$ cat src/rtl/mem_arbiter.sv
// IFU/LSU arbiter sharing one memory port, locked to the owner until its response returns.
// Build option ARB_ROUND_ROBIN_EN: alternate the grant on contention instead of LSU priority.
module mem_arbiter #(
  parameter int TIMEOUT = 0,
  parameter int CW      = 8
) (
  input  logic        clock,
  input  logic        reset,
  input  logic        ifu_reqValid,
  input  logic [31:0] ifu_addr,
  output logic        ifu_respValid,
  output logic [31:0] ifu_rdata,
  input  logic        lsu_reqValid,
  input  logic [31:0] lsu_addr,
  input  logic        lsu_wen,
  input  logic [31:0] lsu_wdata,
  input  logic [3:0]  lsu_wmask,
  output logic        lsu_respValid,
  output logic [31:0] lsu_rdata,
  output logic        mem_reqValid,
  output logic [31:0] mem_addr,
  output logic        mem_wen,
  output logic [31:0] mem_wdata,
  output logic [3:0]  mem_wmask,
  input  logic        mem_respValid,
  input  logic [31:0] mem_rdata,
  output logic        timeout_err
);

  typedef enum logic [1:0] {
    IDLE     = 2'd0,
    BUSY_IFU = 2'd1,
    BUSY_LSU = 2'd2
  } state_t;

  localparam logic G_IFU = 1'b0;
  localparam logic G_LSU = 1'b1;
  localparam logic [CW-1:0] TLIM = CW'(TIMEOUT);
  localparam logic WD_EN = (TIMEOUT > 0);

  state_t        state, state_nxt;
  logic          last_grant, last_grant_nxt;
  logic [CW-1:0] tcnt, tcnt_nxt;
  logic          terr_nxt;
  logic          any_req;
  logic          win_lsu;
  logic          busy;
  logic          tmo;

  assign any_req = ifu_reqValid | lsu_reqValid;
  assign busy    = (state != IDLE);
  assign tmo     = WD_EN & busy & ~mem_respValid
                 & (tcnt == TLIM);

  always_comb begin
    win_lsu = lsu_reqValid;
`ifdef ARB_ROUND_ROBIN_EN
    if (ifu_reqValid && lsu_reqValid)
      win_lsu = (last_grant == G_IFU);
`endif
  end

  always_ff @(posedge clock or posedge reset) begin
    if (reset) begin
      state       <= IDLE;
      last_grant  <= G_LSU;
      tcnt        <= '0;
      timeout_err <= 1'b0;
    end else begin
      state       <= state_nxt;
      last_grant  <= last_grant_nxt;
      tcnt        <= tcnt_nxt;
      timeout_err <= terr_nxt;
    end
  end

  always_comb begin
    state_nxt      = state;
    last_grant_nxt = last_grant;
    tcnt_nxt       = tcnt;
    terr_nxt       = timeout_err;
    unique case (state)
      IDLE: begin
        if (any_req) begin
          last_grant_nxt = win_lsu ? G_LSU : G_IFU;
          tcnt_nxt       = '0;
          if (!mem_respValid)
            state_nxt = win_lsu ? BUSY_LSU : BUSY_IFU;
        end
      end
      BUSY_IFU, BUSY_LSU: begin
        if (mem_respValid) begin
          state_nxt = IDLE;
        end else if (tmo) begin
          state_nxt = IDLE;
          terr_nxt  = 1'b1;
        end else begin
          tcnt_nxt = tcnt + 1'b1;
        end
      end
      default: state_nxt = IDLE;
    endcase
    // Watchdog off: keep its state pinned so it is optimised away.
    if (!WD_EN) begin
      tcnt_nxt = '0;
      terr_nxt = 1'b0;
    end
  end

  always_comb begin
    logic        own_lsu;
    logic        active;
    logic        done;
    logic [31:0] rd;
    own_lsu       = 1'b0;
    active        = 1'b0;
    done          = 1'b0;
    rd            = '0;
    mem_reqValid  = 1'b0;
    mem_addr      = '0;
    mem_wen       = 1'b0;
    mem_wdata     = '0;
    mem_wmask     = '0;
    ifu_respValid = 1'b0;
    ifu_rdata     = '0;
    lsu_respValid = 1'b0;
    lsu_rdata     = '0;
    unique case (state)
      IDLE: begin
        active  = any_req;
        own_lsu = win_lsu;
      end
      BUSY_IFU: begin
        active  = 1'b1;
        own_lsu = 1'b0;
      end
      BUSY_LSU: begin
        active  = 1'b1;
        own_lsu = 1'b1;
      end
      default: active = 1'b0;
    endcase
    if (active) begin
      mem_reqValid = 1'b1;
      if (own_lsu) begin
        mem_addr  = lsu_addr;
        mem_wen   = lsu_wen;
        mem_wdata = lsu_wdata;
        mem_wmask = lsu_wmask;
      end else begin
        mem_addr  = ifu_addr;
      end
    end
    done = (active & mem_respValid) | tmo;
    rd   = tmo ? 32'hDEAD_BEEF : mem_rdata;
    if (done) begin
      if (own_lsu) begin
        lsu_respValid = 1'b1;
        lsu_rdata     = rd;
      end else begin
        ifu_respValid = 1'b1;
        ifu_rdata     = rd;
      end
    end
  end

endmodule

$ cat config.mk
export PLATFORM = sky130hd
export DESIGN_NAME = mem_arbiter
export DESIGN_NICKNAME = d
export VERILOG_FILES = /design/src/rtl/mem_arbiter.sv
export SDC_FILE = /design/constraint.sdc
export NUM_CORES = 1
export LEC_CHECK = 0
export ABC_AREA = 1
export CORE_AREA = 4 4 104 106
export CTS_CLUSTER_SIZE = 14
export DETAILED_ROUTE_END_ITERATION = 10
export DIE_AREA = 0 0 108 110
export GPL_ROUTABILITY_DRIVEN = 1
export PLACE_DENSITY = 0.64
export SETUP_SLACK_MARGIN = 0.4
export SLEW_MARGIN = 20
export SYNTH_ARGS = -nofsm -noshare
export SYNTH_HDL_FRONTEND = slang
export SYNTH_SLANG_ARGS = --single-unit
$ cat constraint.sdc
create_clock -name clock -period 2.5 [get_ports clock]
set_clock_uncertainty 0.1 [all_clocks]
set_input_delay 0.5 -clock clock [delete_from_list [all_inputs] [get_ports clock]]
set_output_delay 0.5 -clock clock [all_outputs]
set_load 0.01 [all_outputs]
Yosys cells after proc, flatten, opt, wreduce, memory -nomap -nowiden
Cells that the tools add are included.
{ "totals": {"register_bits": 2, "out_inout_bits": 137, "elab_cells": 35} }
{ "op_classes": {"eq_ne": 5, "mux": 24, "bitwise_logic": 2, "n_reduce_logical": 3} }
{ "ops": {"columns": ["cell", "n"], "rows": [
  ["32-bit two-way mux", 8],
  ["2-bit two-way mux", 4],
  ["4-bit two-way mux", 2],
  ["1-bit two-way mux", 7],
  ["2-bit != test, second input constant", 2],
  ["1-bit one-hot mux with 2 select lines", 2],
  ["2-bit one-hot mux with 2 select lines", 1],
  ["3-bit AND reduction", 1],
  ["2-bit by 1-bit == test with 1-bit output, second input constant", 1],
  ["2-bit == test, second input constant", 1],
  ["2-bit zero test", 1],
  ["2-bit by 1-bit != test with 1-bit output, second input constant", 1],
  ["2-bit OR reduction", 1],
  ["1-bit bitwise AND", 1],
  ["1-bit OR", 1]
]} }

Depth between registers and ports, before layout
Gate-level depths: netlist of run 1.
{ "logic_depth": {"word_depth": 5, "mapped_depth": 11} }

Worst setup path after synthesis of run 1
OpenSTA, ideal clock, no wires.
{ "synth_path": {"path_type": "reg-to-output", "startpoint": "register state[0]", "endpoint": "output ifu_rdata[22]", "t_arrival_ns": 1.395, "t_required_ns": 1.900, "setup_slack_ns": 0.505, "stages_incl_launch_ff": 10, "cell_sequence": "dfrtp_1 -> inv_1 -> ha_1 -> nand2_1 -> nand2_2 -> inv_2 -> buf_4 -> buf_2 -> nand2_1 -> nor2_1"} }
{ "synth_between": {"elab_chain_len": 5} }
{ "synth_lines": {"columns": ["item", "line_no", "rtl"], "rows": [
  ["start: declaration", "41", "state_t state, state_nxt;"],
  ["start signal: assignment", "70", "state <= state_nxt;"],
  ["2-bit == test or 2-bit by 1-bit == test with 1-bit output (tied branches)", null, null],
  ["2-bit OR reduction (no line)", null, null],
  ["1-bit one-hot mux with 2 select lines", "128", "unique case (state)"],
  ["1-bit bitwise AND", "154", "done = (active & mem_respValid) | tmo;"],
  ["32-bit two-way mux *", "156", "if (done) begin"],
  ["end: declaration", "12", "output logic [31:0] ifu_rdata,"]
]} }
Every way passes the cells marked *; elsewhere a longest branch is shown, timed or not.

Worst setup path in the final report of run 1
{ "layout_path": {"startpoint": "register state[1]", "endpoint": "output mem_addr[8]"} }
{ "layout_between": {"elab_chain_len": 4} }
{ "layout_lines": {"columns": ["item", "line_no", "rtl"], "rows": [
  ["2-bit == test, or another cell as far along", null, null],
  ["1-bit one-hot mux with 2 select lines or 2-bit OR reduction (tied branches)", null, null],
  ["32-bit two-way mux or 1-bit one-hot mux with 2 select lines (tied branches)", "145, 128", null],
  ["32-bit two-way mux *", "143", "if (active) begin"],
  ["end: declaration", "21", "output logic [31:0] mem_addr,"]
]} }
Marks and branches as above.

==> impl_metrics.ini, run 1 <==
[critical_path]
crit_path_max_incr_delay_ns = 0.39
crit_path_max_fanout = 5
crit_path_end_kind = output pin
cp_slowest_cell = dfrtp_1
critPathTopFamily = buffers and inverters
startpoint_type = flip-flop
cp_num_buf_inv = 8
path_cells = inv_2 -> ha_4 -> inv_4 -> nand2_4 -> buf_12 -> nand2_8 -> buf_12 -> buf_8 -> buf_8 -> buf_6 -> nor2_1 -> buf_2
crit_arrival_ns = 1.94
path_class = flip-flop to output pin
required_ns = 1.90

[yosys]
synth_nets = 572
synth_warnings = 0
yosysUniqueCellTypes = 16
synth-seq-cells = 2
post_synth_instance_area_um2 = 1790
synthCells = 431
seq_area_frac_synth_pct = 2.80
syn_avg_cell_area_um2 = 4.15

[layout]
final_cell_mix = nand2_1 (152), clkdlybuf4s50_1 (134), buf_6 (124)
largest_registers = state: 2 flops
nNetsFinal = 940
largest_reg_flops = 2
drive_gt1_share_pct = 56.5
fin_area_um2 = 7290
area_growth_pct = 307
fin_util_pct = 74.6
largest-register = state
final_common_cell = nand2_1

[floorplan]
rows = 36
dieArea_um2 = 11900
core_um2 = 9770
io_pins = 275
initial_core_util_pct = 18.3
dieWidth_um = 108
dieHeight_um = 110

[clocking]
ctsLongestPathBuffers = 2
ctsHtreeMaxLevel = 1
hold_buffers = 0
numCtsBuffers = 3
cts_tree = yes
cts_sinks = 2
clkLatencyLatePin_ns = 0.22
root_buffer = clkbuf_8
clk_pin_slew_ns = 0.03

[drt]
remaining_drc_errors = 0
drt_iter0_drc = 217
wl_per_cell_um = 17.7
viasPerCell = 4.47
via_count = 4158
ant_nets = 0
first_pass_iters = 4
drt_wl_total_mm = 16.5

[timing]
max_clock_freq_mhz = 393
rsz0062_at_grt = yes
finalWorstSetupSlack_ns = -0.0421
setup_viol = 16
min_period_over_period_pct = 102
min_period_ns = 2.54
slew_violations = 0
hold_viol_final = 0

[global_route]
antenna_found_initial = 0
grt_usage_pct = 21.1
grt_pass1_wl_mm = 19.7
overflow = 0
grt_max_degree = 15
grt_pass1_vias = 3756

[power_and_ir_drop]
ir_worst_vdd_uv = 868
power_per_cell_area_nw_per_um2 = 1230
total_power_uw = 8980
p_leak_uw = 0.00342

[status]
violations = setup timing
outcome = complete, but fails checks

[placed_design]
finalWeightedCongestion = 0.814
pre_cts_ws_ns = -0.411
placed_cell_area_um2 = 4780
port_buffers = 273
hpwl_mm = 8.90

[hold_path]
min_path_type = primary input to asynchronous set/reset pin

[run]
max_cap_viol_count = 0
==> stage by stage <==
step                      hold WS [ns]  std cells  TNS [ns]
after floorplan                  0.141        431         0
after global placement           0.469        825    -41.23
after global routing             0.376        930     -4.76
after detailed placement         0.472        825    -44.11
final                            0.337        931    -0.264
after CTS                        0.340        890     -1.17
==> Yosys cell counts <==
master | number | area share [%]
nand2_1 | 207 | 43
nor2_1 | 137 | 29
inv_1 | 41 | 8.6
buf_2 | 16 | 4.5
buf_4 | 10 | 4.2
buf_6 | 4 | 2.5
clkbuf_1 | 3 | 0.63
ha_1 | 3 | 2.1
dfrtp_1 | 2 | 2.8
nand4_1 | 2 | 0.70
conb_1 | 1 | 0.21
inv_2 | 1 | 0.21
nand2_2 | 1 | 0.35
nand3_1 | 1 | 0.28
nand3_2 | 1 | 0.56
o21ai_1 | 1 | 0.28
==> kinds of logic after synthesis <==
logic type	after synthesis	share of synthesized area, %
AO/OA/AOI/OAI	1	0.279
AND/OR/NAND/NOR	349	74.0
adder cells (fa/ha/maj)	3	2.10
other	1	0.209
flip-flops	2	2.80
buffers and inverters	75	20.6
==> path summary, 6_finish.rpt <==
| path | start | end | slack [ns] | depth (start not counted) |
|---|---|---|---|---|
| hold reg to reg | state[0] | state[0] | 0.52 | 3 |
| min in group clock | state[0] | state[0] | 0.52 | 3 |
| hold / removal | reset | state[0] | 0.34 | 2 |
| setup reg to reg | state[1] | state[1] | 1.18 | 7 |
| setup / recovery | state[1] | mem_addr[8] | -0.04 | 12 |
| max in group asynchronous | reset | state[1] | 1.85 | 2 |
==> report_power, final <==
group	leakage, uW	internal (uW)	switching [uW]	total (uW)
combinational	0.00337	4780	4010	8790
sequential	0.0000260	44.6	11.5	56.1
clock	0.0000216	102	31.6	134
total	0.00342	4930	4050	8980
==> final cells by class <==
class | instances | area, um^2
Timing Repair Buffer | 396 | 4520
Inverter | 42 | 170
Fill cell | 674 | 2480
Antenna cell | 1 | 2.50
Sequential cell | 2 | 50.0
Multi-Input combinational cell | 354 | 2350
Clock buffer | 3 | 41.3
Tap cell | 133 | 166
==> routing by layer <==
metal  up-vias  global-route usage (%)  part of all wire (%)
met5         -                       0                     0
met4         0                    3.79                   3.0
met3        42                    5.36                   8.6
met2       225                    41.3                    54
met1      1913                    22.9                    35
li1       1978                       -                     -
==> what timing repair did <==
item,in CTS,in global routing
resized for setup,543,500
gates cloned,14,7
endpoints found under the setup margin,136,136
pin swaps,5,62
buffers inserted,48,33
No activity file was read; power rests on OpenSTA's default activity.
==> run 2: changes to the inputs <==
- GPL_ROUTABILITY_DRIVEN: 1 -> unset
- SLEW_MARGIN: 20 -> 25
==> results of run 2 <==
Same layout as run 1: the final DEF is identical, and so are final timing and power.
==> run 3: changes to the inputs <==
- CORE_AREA: 4 4 104 106 -> 2 2 108 110
- CTS_CLUSTER_SIZE: 14 -> 16
- DIE_AREA: 0 0 108 110 -> 0 0 110 112
- PLACE_DENSITY: 0.64 -> 0.57
- SLEW_MARGIN: 25 -> 15
==> run 3 against run 2 <==
  * The run still ends with setup timing left
  * Hold slack lost 0.011 ns
  * Final cell count down 2.8%
  * Combinational power is 20% lower
  * Design area is 12% lower
  * Non-clock buffer count fell by 35
  * First-iteration DRC count decreased by 27%
  * Maximum frequency down 1.5%
  * Setup slack got worse by 0.039 ns
  * Via count down 6.5%
  * Critical path depth grew 2
  * Utilization shrank 17 points
  * Clock power up 81%
  * Critical path type unchanged
==> impl_metrics.ini, run 3 (synthesis results as in run 1) <==
[status]
outcome = complete, but fails checks
violations = setup timing

[timing]
tns_ns = -0.329
slew_violations = 0
min_period_ns = 2.58
hold_ws_ns = 0.326
min_period_over_period_pct = 103
rsz0062_at_grt = yes
setup_viol = 13
finalWorstSetupSlack_ns = -0.0806
hold_viol_final = 0
max_clock_freq_mhz = 388

[drt]
wl_per_cell_um = 16.5
remaining_drc_errors = 0
via_count = 3888
viasPerCell = 4.30
ant_nets = 0
drt_iter0_drc = 159
first_pass_iters = 4
drt_wl_total_mm = 14.9

[layout]
final_common_cell = nand2_1
drive_gt1_share_pct = 47.1
diodes = 0
largest_reg_flops = 2
area_growth_pct = 257
fin_util_pct = 57.1
layoutNonFillerInstCount = 905
nNetsFinal = 905
fin_area_um2 = 6390
largest-register = state
final_cell_mix = nand2_1 (165), clkdlybuf4s50_1 (134), buf_6 (81)
largest_registers = state: 2 flops

[run]
max_cap_viol_count = 0

[power_and_ir_drop]
p_leak_uw = 0.00314
ir_worst_vdd_uv = 689
power_per_cell_area_nw_per_um2 = 1150

[floorplan]
core_um2 = 11200
io_pins = 275
dieWidth_um = 110
rows = 39
dieHeight_um = 112
dieArea_um2 = 12300
initial_core_util_pct = 16.0

[clocking]
numCtsBuffers = 3
cts_sinks = 2
hold_buffers = 0
ctsHtreeMaxLevel = 1
clkLatencyLatePin_ns = 0.22
cts_tree = yes
ctsLongestPathBuffers = 2
clk_pin_slew_ns = 0.03
root_buffer = clkbuf_16

[global_route]
antenna_found_initial = 0
grt_usage_pct = 17.9
grt_pass1_wl_mm = 17.5
overflow = 0
grt_max_degree = 36
grt_pass1_vias = 3366

[placed_design]
placed_cell_area_um2 = 4690
place_inst = 828
hpwl_mm = 8.19
port_buffers = 273
finalWeightedCongestion = 0.843

[critical_path]
startpoint_type = flip-flop
crit_arrival_ns = 1.98
crit_path_end_kind = output pin
path_class = flip-flop to output pin
required_ns = 1.90
crit_path_max_fanout = 8

[hold_path]
min_path_type = primary input to asynchronous set/reset pin
-- run 3: final timing paths --
path                           from      endpoint  slack, ns  cells after the start
hold reg to reg            state[0]      state[0]       0.52                      3
hold / removal                reset      state[0]       0.33                      2
max in group asynchronous     reset      state[1]       1.87                      2
setup / recovery           state[0]  mem_addr[26]      -0.08                     14
setup reg to reg           state[1]      state[1]       1.07                      8
min in group clock         state[0]      state[0]       0.52                      3
-- run 3: power breakdown --
part / internal (uW) / leakage, uW / switching, uW
logic: 3640 / 0.00307 / 3440
registers: 44.6 / 0.0000260 / 11.5
clock network: 204 / 0.0000370 / 38.1
-- run 3: worst max-delay path, cell delays in order (launching register included) --
cell	delay (ns)
dfrtp_1	0.38
inv_2	0.12
ha_4	0.17
nand2_4	0.06
nand2_8	0.12
clkinv_8	0.06
buf_6	0.11
buf_6	0.11
buf_16	0.13
buf_8	0.13
nand2_2	0.04
nand2_1	0.05
inv_1	0.07
nor2_1	0.06
buf_2	0.13
-- run 3: metal layers --
layer  GRT usage, %  vias up  share of wire (%)
met5              0        -                  0
met4           2.95        0                1.1
met3           3.75       14                7.8
met2           32.9      174                 52
met1           21.1     1797                 39
li1               -     1903                  -
-- run 3: through the flow --
step / setup slack, ns / power (uW)
after floorplan: 0.505 / 2030
after global placement: -0.405 / 4060
after detailed placement: -0.446 / 4100
after CTS: -0.218 / 5210
after global routing: -0.165 / 7770
final: -0.0806 / 7370
-- run 3: cell type report --
type                       instances  area (um^2)
clock buffer                       3         75.1
tap                              143          179
fill                            1051         4790
timing repair buffer             361         3840
sequential                         2         50.0
multi-input combinational        354         2070
inverter                          42          175
-- run 3: timing repair --
item	in CTS	in global routing
pin swaps	15	36
gates cloned	9	15
setup buffers	22	28
endpoints found under the setup margin	136	136
resized for setup	395	429
